### src/rtl/wb_bank_sequencer_pkg.sv
// Shared definitions for the register-file write-back path: index widths,
// destination-field slicing and the sequencer issue states.
package wb_bank_sequencer_pkg;

  localparam int REG_IDX_W  = 5;
  localparam int BANK_SEL_W = 2;
  localparam int BANK_IDX_W = 3;
  localparam int DATA_W_DEF = 32;

  typedef enum logic [1:0] {
    ST_IDLE,
    ST_QUEUED,
    ST_HELD
  } seq_state_e;

  function automatic logic [BANK_SEL_W-1:0] bank_sel(input logic [REG_IDX_W-1:0] dest);
    return dest[4:3];
  endfunction

  function automatic logic [BANK_IDX_W-1:0] bank_idx(input logic [REG_IDX_W-1:0] dest);
    return dest[2:0];
  endfunction

endpackage

### src/rtl/wb_bank_sequencer_fifo.sv
// Power-of-two circular FIFO with occupancy count; pointers wrap naturally.
module wb_fifo #(
  parameter int WIDTH = 37,
  parameter int DEPTH = 4
) (
  input  logic                       clk,
  input  logic                       rst_n,
  input  logic                       i_push,
  input  logic [WIDTH-1:0]           i_wdata,
  input  logic                       i_pop,
  output logic [WIDTH-1:0]           o_rdata,
  output logic [$clog2(DEPTH):0]     o_count,
  output logic                       o_full,
  output logic                       o_empty
);

  localparam int AW = $clog2(DEPTH);
  localparam int CW = AW + 1;
  localparam logic [CW-1:0] FULL_C = CW'(DEPTH);

  logic [WIDTH-1:0] r_mem [DEPTH];
  logic [AW-1:0]    r_wptr;
  logic [AW-1:0]    r_rptr;
  logic [CW-1:0]    r_count;
  logic             w_wr;
  logic             w_rd;

  assign o_full  = (r_count == FULL_C);
  assign o_empty = (r_count == '0);
  assign w_wr    = i_push && !o_full;
  assign w_rd    = i_pop && !o_empty;
  assign o_rdata = r_mem[r_rptr];
  assign o_count = r_count;

  always_ff @(posedge clk) begin
    if (w_wr) r_mem[r_wptr] <= i_wdata;
  end

  always_ff @(posedge clk or negedge rst_n) begin
    if (!rst_n) begin
      r_wptr  <= '0;
      r_rptr  <= '0;
      r_count <= '0;
    end else begin
      if (w_wr) r_wptr <= r_wptr + AW'(1);
      if (w_rd) r_rptr <= r_rptr + AW'(1);
      r_count <= r_count + CW'(w_wr) - CW'(w_rd);
    end
  end

endmodule

### src/rtl/wb_bank_sequencer.sv
// Write-back sequencer: filters x0 writes, buffers requests and issues one
// registered bank-decoder write per cycle unless stalled.
module wb_bank_sequencer
  import wb_bank_sequencer_pkg::*;
#(
  parameter int DATA_W = DATA_W_DEF,
  parameter int DEPTH  = 4
) (
  input  logic                    clk,
  input  logic                    rst_n,
  input  logic                    in_valid,
  output logic                    in_ready,
  input  logic [4:0]              in_dest,
  input  logic [DATA_W-1:0]       in_data,
  input  logic                    stall,
  output logic                    a,
  output logic                    b,
  output logic                    en,
  output logic [2:0]              wr_idx,
  output logic [DATA_W-1:0]       wr_data,
  output logic [$clog2(DEPTH):0]  count,
  output logic                    busy
);

  localparam int EW = REG_IDX_W + DATA_W;

  seq_state_e             w_state;
  logic                   w_push;
  logic                   w_pop;
  logic                   w_full;
  logic                   w_empty;
  logic [EW-1:0]          w_head;
  logic [REG_IDX_W-1:0]   w_head_dest;
  logic [DATA_W-1:0]      w_head_data;
  logic [$clog2(DEPTH):0] w_count;

  logic                   r_en;
  logic                   r_a;
  logic                   r_b;
  logic [BANK_IDX_W-1:0]  r_idx;
  logic [DATA_W-1:0]      r_data;

  // x0 requests complete the handshake but never occupy a slot.
  assign w_push = in_valid && in_ready && (in_dest != '0);

  // Issue state is a pure function of occupancy and stall; no state register.
  always_comb begin
    w_state = ST_IDLE;
    if (!w_empty) w_state = stall ? ST_HELD : ST_QUEUED;
  end

  assign w_pop = (w_state == ST_QUEUED);

  wb_fifo #(
    .WIDTH (EW),
    .DEPTH (DEPTH)
  ) u_fifo (
    .clk     (clk),
    .rst_n   (rst_n),
    .i_push  (w_push),
    .i_wdata ({in_dest, in_data}),
    .i_pop   (w_pop),
    .o_rdata (w_head),
    .o_count (w_count),
    .o_full  (w_full),
    .o_empty (w_empty)
  );

  assign w_head_dest = w_head[EW-1 -: REG_IDX_W];
  assign w_head_data = w_head[DATA_W-1:0];

  always_ff @(posedge clk or negedge rst_n) begin
    if (!rst_n) begin
      r_en   <= 1'b0;
      r_a    <= 1'b0;
      r_b    <= 1'b0;
      r_idx  <= '0;
      r_data <= '0;
    end else begin
      r_en <= w_pop;
      if (w_pop) begin
        {r_a, r_b} <= bank_sel(w_head_dest);
        r_idx      <= bank_idx(w_head_dest);
        r_data     <= w_head_data;
      end
    end
  end

  assign in_ready = !w_full;
  assign count    = w_count;
  assign en       = r_en;
  assign a        = r_a;
  assign b        = r_b;
  assign wr_idx   = r_idx;
  assign wr_data  = r_data;
  assign busy     = (w_count != '0) || r_en;

endmodule

### config.mk
export PLATFORM = sky130hd
export DESIGN_NAME = wb_bank_sequencer
export DESIGN_NICKNAME = d
export VERILOG_FILES = /design/src/rtl/wb_bank_sequencer_pkg.sv /design/src/rtl/wb_bank_sequencer_fifo.sv /design/src/rtl/wb_bank_sequencer.sv
export SDC_FILE = /design/constraint.sdc
export NUM_CORES = 1
export LEC_CHECK = 0
export ABC_AREA = 0
export BUFFER_PORTS_ARGS = -buffer_cell sky130_fd_sc_hd__buf_2
export CAP_MARGIN = 20
export CELL_PAD_IN_SITES_DETAIL_PLACEMENT = 0
export CELL_PAD_IN_SITES_GLOBAL_PLACEMENT = 2
export CORE_MARGIN = 3
export CORE_UTILIZATION = 35
export DETAILED_ROUTE_END_ITERATION = 8
export GPL_TIMING_DRIVEN = 0
export PLACE_DENSITY_LB_ADDON = 0.1
export SKIP_CTS_REPAIR_TIMING = 1
export SKIP_LAST_GASP = 1
export SLEW_MARGIN = 20
export SYNTH_ARGS = -nofsm -noshare
export SYNTH_HDL_FRONTEND = slang
export SYNTH_SLANG_ARGS = --single-unit
### constraint.sdc
create_clock -name clk -period 5.5 [get_ports clk]
set_input_delay 1.65 -clock clk [delete_from_list [all_inputs] [get_ports clk]]
set_output_delay 1.65 -clock clk [all_outputs]
set_load 0.005 [all_outputs]
==> results of run 1 <==
## cells in the final DEF, fill, tap and decap left out, drive strengths merged, types with 2 or more instances in the layout
| master | count |
|---|---|
| and2 | 4 |
| buf | 94 |
| bufinv | 5 |
| clkbuf | 23 |
| clkinv | 3 |
| dfrtp | 45 |
| edfxtp | 148 |
| ha | 6 |
| inv | 7 |
| mux2 | 38 |
| mux4 | 37 |
| xnor2 | 2 |
| xor2 | 3 |
## layer usage
layer	track usage, %	share of wire (%)
met1	18.4	47
met2	20.9	48
met3	3.52	4.3
met4	3.84	0.99
met5	0	0
## worst reg2reg max path: stages (launching register included)
cell	delay (ps)
sky130_fd_sc_hd__dfrtp_1	430
sky130_fd_sc_hd__nor3_1	600
sky130_fd_sc_hd__nor2_1	190
sky130_fd_sc_hd__buf_4	250
sky130_fd_sc_hd__buf_6	180
sky130_fd_sc_hd__ha_1	280
sky130_fd_sc_hd__inv_1	40
sky130_fd_sc_hd__ha_1	180
sky130_fd_sc_hd__fa_1	370
sky130_fd_sc_hd__xor2_1	160
sky130_fd_sc_hd__xnor2_1	120
## kinds of logic (layout without fill, tap and decap cells)
group / Yosys count / after routing
xor gates and xnor gates: 5 / 5
muxes: 75 / 75
and+or+nand+nor: 10 / 10
AOI/OAI and AO/OA: 1 / 1
adders and majority gates: 7 / 7
DFF: 193 / 193
buffers and inverters: 18 / 133
## power by group through the flow
| stage | combinational [mW] | clock, mW | sequential [mW] |
|---|---|---|---|
| 3_3_place_gp | 1.26 | 0 | 2.16 |
| 4_1_cts | 1.28 | 1.39 | 2.14 |
| 5_1_grt | 1.36 | 1.46 | 2.17 |
| 6_report | 1.22 | 1.36 | 2.13 |
| 2_1_floorplan | 0.816 | 0 | 2.14 |
| 3_5_place_dp | 1.28 | 0 | 2.17 |
## worst max path at each step
stage | slack, ps | startpoint | end | cells after the start
2_1_floorplan | 2100 | in_dest[0] | u_fifo.r_mem[0][0] | 3
3_3_place_gp | 1090 | in_dest[4] | u_fifo.r_mem[1][31] | 4
3_5_place_dp | 1840 | stall | u_fifo.o_count[2] | 10
4_1_cts | 2120 | u_fifo.o_count[1] | busy | 3
5_1_grt | 2060 | u_fifo.o_count[1] | busy | 3
6_report | 2150 | u_fifo.o_count[1] | busy | 3
## flip-flops by register name, summed over array words and instances, names as in the netlist
signal,cells
u_fifo.r_mem,148
b,1
a,1
u_fifo.r_wptr,2
wr_data,32
u_fifo.r_rptr,2
u_fifo.o_count,3
en,1
wr_idx,3
## cell type report
class                   instances  area share (%)
repair buffers                 83            4.87
plain buffers                  12           0.934
clock inverters                10            2.12
inverters                       6           0.263
clock buffers                  22            5.53
multi-input cells              98            17.5
well taps                     265            3.87
flip-flops and latches        193            64.9
## through the flow
| step | total power [mW] | utilization, % |
|---|---|---|
| CTS | 4.81 | 43.4 |
| detailed placement | 3.44 | 40.0 |
| finish | 4.71 | 43.4 |
| floorplan | 2.96 | - |
| global placement | 3.42 | 40.0 |
| global route | 4.99 | 43.4 |
==> reports/qor_table.md, run 1 <==
| Group | Quantity | This run |
| --- | --- | --- |
| run status | Outcome | finished clean |
| synthesis | Adder-cell share of the synthesized area | 1.33% |
| sta | Pins over their slew limit | 0 |
| placement | Final weighted congestion in routability-driven placement | 0.663 |
| synthesis | Post-synthesis cell count | 309 |
| power and ir drop | Total net switching power | 1.24 mW |
| critical path | Worst Path Required | 3850 ps |
| detailed routing | Detailed Route WL | 13800 µm |
| critical path | Top fanout value on the critical path | 5 |
| clocking | Number of clock buffers inserted by TritonCTS | 17 |
| placement | Cell Count Post-Placement | 657 |
| sta | Worst hold slack | 500 ps |
| critical path | Reg-to-reg critical path endpoint | u_fifo.o_count[2] |
| global routing | GR Util All Layers | 13.3% |
| sta | Transition time at the pin with the least slew margin | 716 ps |
| final layout | Area used by multi-input combinational logic | 0.00150 mm² |
| final layout | Fill cell total of the finished layout | 1784 |
| synthesis | Net count after synthesis | 357 |
| detailed routing | TritonRoute pass-1 iters | 4 |
| detailed routing | Residual DRC count | 0 |
| synthesis | XOR/XNOR share of the synthesized area | 0.611% |
| final layout | Register Area | 0.00557 mm² |
| sta | Unrepaired setup endpoints after global routing | false |
| power and ir drop | Leak Pwr | 3.10 nW |
| clocking | Clock latency on the worst-skew pair | 420 ps |
| global routing | Total congestion overflow after global routing | 0 |
| floorplanning | Die span in x | 149 µm |
| sta | Shortest clock period the worst path allows after layout | 3350 ps |
| synthesis | Mapped Avg Cell Area | 23.2 µm² |
| synthesis | Library cells used by synthesis | 22 |
| critical path | Number of buffers and inverters on the critical path | 1 |
| sta | Worst setup slack after layout | 2150 ps |
| sta | Worst-case headroom to the max-slew limit | 52.3% |
| synthesis | Number of warnings printed during yosys synthesis | 0 |
| detailed routing | Via count normalized by instance count | 4.69 |
| synthesis | Most instantiated cells after synthesis | 148 x sky130_fd_sc_hd__edfxtp_1, 45 x sky130_fd_sc_hd__dfrtp_1, 37 x sky130_fd_sc_hd__mux2_2, 37 x sky130_fd_sc_hd__mux4_2, 7 x sky130_fd_sc_hd__buf_2 |
| power and ir drop | Portion of total power attributed to combinational logic | 25.9% |
| synthesis | Fraction of synthesized area in multiplexers | 17.7% |
| synthesis | Seq cells post-synth | 193 |
| min path | Endpoint of the worst hold path | wr_data[10] |
| critical path | Dominant delay contributor by cell family on the critical path | simple AND/OR/NAND/NOR gates |
| critical path | CP Cell Sequence | nor3_1, nand2b_1, buf_2 |
| clocking | Clock sinks | 193 |
| detailed routing | Overall via count from detail_route | 3234 |
| synthesis | Area share of the leading cell type in the synthesized netlist | 62.1% |
| final layout | Fraction of layout instances using a drive strength above 1 | 48.6% |
| power and ir drop | Portion of total power attributed to the clock network | 28.9% |
| synthesis | Area share of and/or/nand/nor cells after synthesis | 0.943% |
| clocking | Clock tree from TritonCTS | done |
| synthesis | Total standard cell area after synthesis | 0.00716 mm² |
| global routing | Maximum number of pins on one net before global-route repair | 46 |
| sta | Max Fclk | 299 MHz |
| critical path | Reg-to-reg setup timing slack | 2600 ps |
| clocking | Deepest level of the CTS H-tree | 4 |
| synthesis | Most common cell in the netlist | sky130_fd_sc_hd__edfxtp_1 |
| critical path | RR Startpoint | u_fifo.o_count[1] |
| power and ir drop | Internal Pwr Total | 3.47 mW |
| final layout | Relative area change from synthesis to final layout | 19.8% |
| synthesis | Top area cells in the synthesized netlist | sky130_fd_sc_hd__edfxtp_1 62%, sky130_fd_sc_hd__dfrtp_1 16%, sky130_fd_sc_hd__mux4_2 12% |
| power and ir drop | Sequential share of power | 45.1% |
| floorplanning | Core region area | 0.0198 mm² |
| clocking | Buffers from clock root to sink, at most | 2 |
| synthesis | Proportion of synthesized flip-flops having asynchronous set or reset | 23.3% |
| power and ir drop | PD cells | 549 mW/mm² |
| synthesis | Seq/Total Area, Yosys | 77.8% |
| critical path | Crit path largest cell delay | 600 ps |
| detailed routing | Count of nets left with antenna violations after detail routing | 0 |
| floorplanning | Number of I/O pins | 84 |
| critical path | Number of cell instances on the worst register-to-register path | 10 |
| min path | Launch instance of the worst min-delay path | wr_data[10] |
| synthesis | Number of flops mapped to enable cells by yosys | 148 |
| critical path | Crit end category | output pin |
| placement | Detail Placement HPWL | 7870 µm |
| final layout | Summed area of non-filler cells in the final layout | 0.00858 mm² |
| clocking | Clock transition at the registers of the reported paths | 70 ps |
| power and ir drop | Peak VDD IR | 0.000261 V |
| floorplanning | Effective utilization at floorplan | 36.2% |
| sta | Finish-stage setup viols | 0 |
| final layout | Ant diodes | 0 |
| placement | Placed Area | 0.00792 mm² |
| placement | Worst slack at placement | 1840 ps |
| clocking | Buffer cell driving the clock tree root | sky130_fd_sc_hd__clkbuf_16 |
| sta | Fin Setup TNS | 0 ps |
| placement | Quantity of I/O buffers inserted on ports | 83 |
| run | Number of violations of the max-capacitance limit | 0 |
| critical path | Startpoint types | flip-flop |
| floorplanning | Die footprint | 0.0222 mm² |
| global routing | Via count of the first global-routing pass | 3558 |
| critical path | CP max stage cell | sky130_fd_sc_hd__nor3_1 |
| sta | Final worst path period share | 60.9% |
| synthesis | Most used flip-flop cell after synthesis | sky130_fd_sc_hd__edfxtp_1 |
| critical path | Startpoint-to-endpoint class of the critical path | flip-flop to output pin |
| detailed routing | Routed wire per std cell | 20.0 µm |
| global routing | Antenna violations before repair | 0 |
| critical path | Signal arrival time at the worst endpoint | 1700 ps |
| synthesis | Synthesized-area fraction occupied by ao, oa, aoi and oai cells | 0.245% |
| min path | Cell depth of the worst hold path | 1 |
| floorplanning | Number of placement rows | 51 |
| detailed routing | Number of violations reported at the end of detailed-routing iteration 0 | 134 |
| sta | Worst Skew | 6.37 ps |
| floorplanning | Chip Height | 149 µm |
| min path | Min-delay worst type | flip-flop to flip-flop |
| synthesis | Combinational family with the most area after synthesis | multiplexers |
| final layout | Number of nets in the finished design | 459 |
| final layout | Final Instance Count excl. Fillers | 689 |
| sta | Number of failing hold endpoints at the final stage | 0 |
| global routing | First-pass GRT wire length | 21300 µm |
| synthesis | Library cell with the largest summed area after synthesis | sky130_fd_sc_hd__edfxtp_1 |
| power and ir drop | Switching share of power | 26.2% |
No activity file was read; power rests on OpenSTA's default activity.
==> inputs of run 2 (changes only) <==
==> constraint.sdc (replaced) <==
create_clock -name clk -period 2.7 [get_ports clk]
set_input_delay 0.81 -clock clk [delete_from_list [all_inputs] [get_ports clk]]
set_output_delay 0.81 -clock clk [all_outputs]
set_load 0.005 [all_outputs]
==> run 2 against run 1 <==
Effect of this change: design area up 0.22%; sequential cell count unchanged; combinational power up 100%; wire length down 0.22%; sequential power up 100%; critical path type is now flip-flop to flip-flop; largest cell class unchanged.
==> reports/qor_table.md, run 2 (synthesis results as in run 1) <==
| Group | Quantity | This run | vs previous |
| --- | --- | --- | --- |
| final layout | Max reg flops | 148 | unchanged |
| detailed routing | Number of violations reported at the end of detailed-routing iteration 0 | 129 | was 134 |
| critical path | Reg-to-reg critical path endpoint | u_fifo.o_count[2] | unchanged |
| clocking | Deepest level of the CTS H-tree | 4 | unchanged |
| min path | Min-delay worst type | input port to async pin | was flip-flop to flip-flop |
| global routing | First-pass GRT wire length | 21300 µm | unchanged |
| detailed routing | Residual DRC count | 0 | unchanged |
| run | Number of violations of the max-capacitance limit | 0 | unchanged |
| floorplanning | Number of I/O pins | 84 | unchanged |
| floorplanning | Die footprint | 0.0222 mm² | unchanged |
| power and ir drop | PD cells | 1120 mW/mm² | was 549 mW/mm² |
| final layout | Fraction of layout instances using a drive strength above 1 | 48.9% | was 48.6% |
| final layout | Ant diodes | 0 | unchanged |
| final layout | Fill cell total of the finished layout | 1782 | was 1784 |
| sta | Finish-stage setup viols | 0 | unchanged |
| critical path | Dominant delay contributor by cell family on the critical path | adder cells | was simple AND/OR/NAND/NOR gates |
| critical path | Top fanout value on the critical path | 11 | was 5 |
| critical path | Crit path to | u_fifo.o_count[2] | was busy |
| detailed routing | Detailed Route WL | 13700 µm | was 13800 µm |
| critical path | Number of buffers and inverters on the critical path | 3 | was 1 |
| placement | Detail Placement HPWL | 7870 µm | unchanged |
| clocking | Clock latency on the worst-skew pair | 420 ps | about the same |
| detailed routing | TritonRoute pass-1 iters | 4 | unchanged |
| final layout | Largest register by flop count | u_fifo.r_mem | unchanged |
| power and ir drop | Peak VDD IR | 0.000530 V | was 0.000261 V |
| power and ir drop | Post-layout power | 9.61 mW | was 4.71 mW |
| sta | Final worst path period share | 91.5% |  |
| final layout | Relative area change from synthesis to final layout | 20.0% | was 19.8% |
| global routing | Total congestion overflow after global routing | 0 | unchanged |
| critical path | Worst Path Required | 3010 ps | was 3850 ps |
| final layout | Most frequent standard cell in the layout excluding fill and tap cells | sky130_fd_sc_hd__edfxtp_1 | unchanged |
| final layout | Most used cells in the layout excluding fill and tap cells | 148 x sky130_fd_sc_hd__edfxtp_1, 89 x sky130_fd_sc_hd__buf_2, 45 x sky130_fd_sc_hd__dfrtp_1 | unchanged |
| critical path | CP max stage cell | sky130_fd_sc_hd__dfrtp_1 | was sky130_fd_sc_hd__nor3_1 |
| critical path | Number of stages on the worst setup path | 10 | was 3 |
| global routing | Antenna violations before repair | 0 | unchanged |
| sta | Worst-case headroom to the max-slew limit | 51.9% | was 52.3% |
| sta | Max Fclk | 405 MHz |  |
| detailed routing | Count of nets left with antenna violations after detail routing | 0 | unchanged |
| sta | Worst setup slack after layout | 230 ps | was 2150 ps |
| clocking | Clock transition at the registers of the reported paths | 70 ps | about the same |
| sta | Pins over their slew limit | 0 | unchanged |
| global routing | Maximum number of pins on one net before global-route repair | 46 | unchanged |
| clocking | Buffer cell driving the clock tree root | sky130_fd_sc_hd__clkbuf_16 | unchanged |
| critical path | Startpoint types | flip-flop | unchanged |
| final layout | Number of nets in the finished design | 460 | was 459 |
| critical path | Crit. Startpoint | u_fifo.o_count[2] | was u_fifo.o_count[1] |
| global routing | GR Util All Layers | 13.3% | unchanged |
| critical path | Crit end category | flip-flop | was output pin |
| critical path | Cell occurring most often along the worst timing path | sky130_fd_sc_hd__ha_1 |  |
| sta | Unrepaired setup endpoints after global routing | false | unchanged |
| critical path | Signal arrival time at the worst endpoint | 2780 ps | was 1700 ps |
| detailed routing | Via count normalized by instance count | 4.69 | about the same |
| final layout | Area used by multi-input combinational logic | 0.00151 mm² | was 0.00150 mm² |
| sta | Number of failing hold endpoints at the final stage | 0 | unchanged |
| final layout | Register Area | 0.00557 mm² | unchanged |
| placement | Worst slack at placement | -238 ps | was 1840 ps |
| placement | Quantity of I/O buffers inserted on ports | 83 | unchanged |
| critical path | Startpoint-to-endpoint class of the critical path | flip-flop to flip-flop | was flip-flop to output pin |
| detailed routing | Routed wire per std cell | 19.9 µm | was 20.0 µm |
| critical path | RR Startpoint | u_fifo.o_count[2] | was u_fifo.o_count[1] |
| power and ir drop | Leak Pwr | 3.11 nW | was 3.10 nW |
| clocking | Number of clock buffers inserted by TritonCTS | 17 | unchanged |
| critical path | Crit path largest cell delay | 440 ps | was 600 ps |
| floorplanning | Number of placement rows | 51 | unchanged |
| clocking | Buffers from clock root to sink, at most | 2 | unchanged |
| floorplanning | Chip Height | 149 µm | unchanged |
| detailed routing | Overall via count from detail_route | 3239 | was 3234 |
| global routing | Via count of the first global-routing pass | 3558 | unchanged |
| run status | Outcome | finished clean | unchanged |
| critical path | Reg-to-reg setup timing slack | 230 ps | was 2600 ps |
| clocking | Clock sinks | 193 | unchanged |
| floorplanning | Die span in x | 149 µm | unchanged |
| sta | Transition time at the pin with the least slew margin | 721 ps | was 716 ps |
| critical path | CP Cell Sequence | nor3_4, nor2_1, buf_4, buf_6, ha_1, inv_1, ha_1, fa_1, xor2_1, xnor2_1 | was nor3_1, nand2b_1, buf_2 |
| placement | Final weighted congestion in routability-driven placement | 0.663 | unchanged |
| clocking | Clock tree from TritonCTS | done | unchanged |
| floorplanning | Core region area | 0.0198 mm² | unchanged |
| critical path | Number of cell instances on the worst register-to-register path | 10 | unchanged |
| sta | Shortest clock period the worst path allows after layout | 2470 ps |  |
| floorplanning | Effective utilization at floorplan | 36.2% | unchanged |
| sta | Worst Skew | 6.92 ps | was 6.37 ps |
==> run 2: worst min path at each step <==
stage                        end         startpoint
6_report             wr_data[31]              rst_n
5_1_grt              wr_data[31]              rst_n
4_1_cts              wr_data[31]              rst_n
3_5_place_dp         wr_data[16]        wr_data[16]
3_3_place_gp         wr_data[17]        wr_data[17]
2_1_floorplan  u_fifo.o_count[2]  u_fifo.o_count[2]
==> run 2: power breakdown <==
| part | internal (mW) | switching [mW] |
|---|---|---|
| Sequential | 4.05 | 0.295 |
| Combinational | 1.32 | 1.18 |
| Clock | 1.72 | 1.05 |
==> run 2: area by class of cell <==
class / instances / area share (%)
Clock buffer: 22 / 5.52
Tap cell: 265 / 3.86
Buffer: 12 / 0.932
Multi-Input combinational cell: 98 / 17.6
Timing Repair Buffer: 84 / 4.95
Sequential cell: 193 / 64.8
Clock inverter: 10 / 2.11
Inverter: 6 / 0.262
==> run 2: through the flow <==
step | setup TNS [ps] | hold WS (ps) | utilization (%) | instance area, µm² | std cells
after floorplan | 0 | 502 | - | 7160 | 309
after global placement | -127030 | 484 | 40.0 | 7910 | 657
after detailed placement | -260 | 491 | 40.0 | 7920 | 657
after CTS | -296 | 467 | 43.4 | 8580 | 689
after global routing | 0 | 489 | 43.5 | 8600 | 690
final | 0 | 439 | 43.5 | 8600 | 690
==> run 2: per-layer routing <==
layer	vias to the layer above	global-route usage [%]	share of wire (%)
met3	12	3.52	4.2
met5	-	0	0
met2	68	20.9	48
li1	1448	-	-
met1	1711	18.4	47
met4	0	3.84	0.99
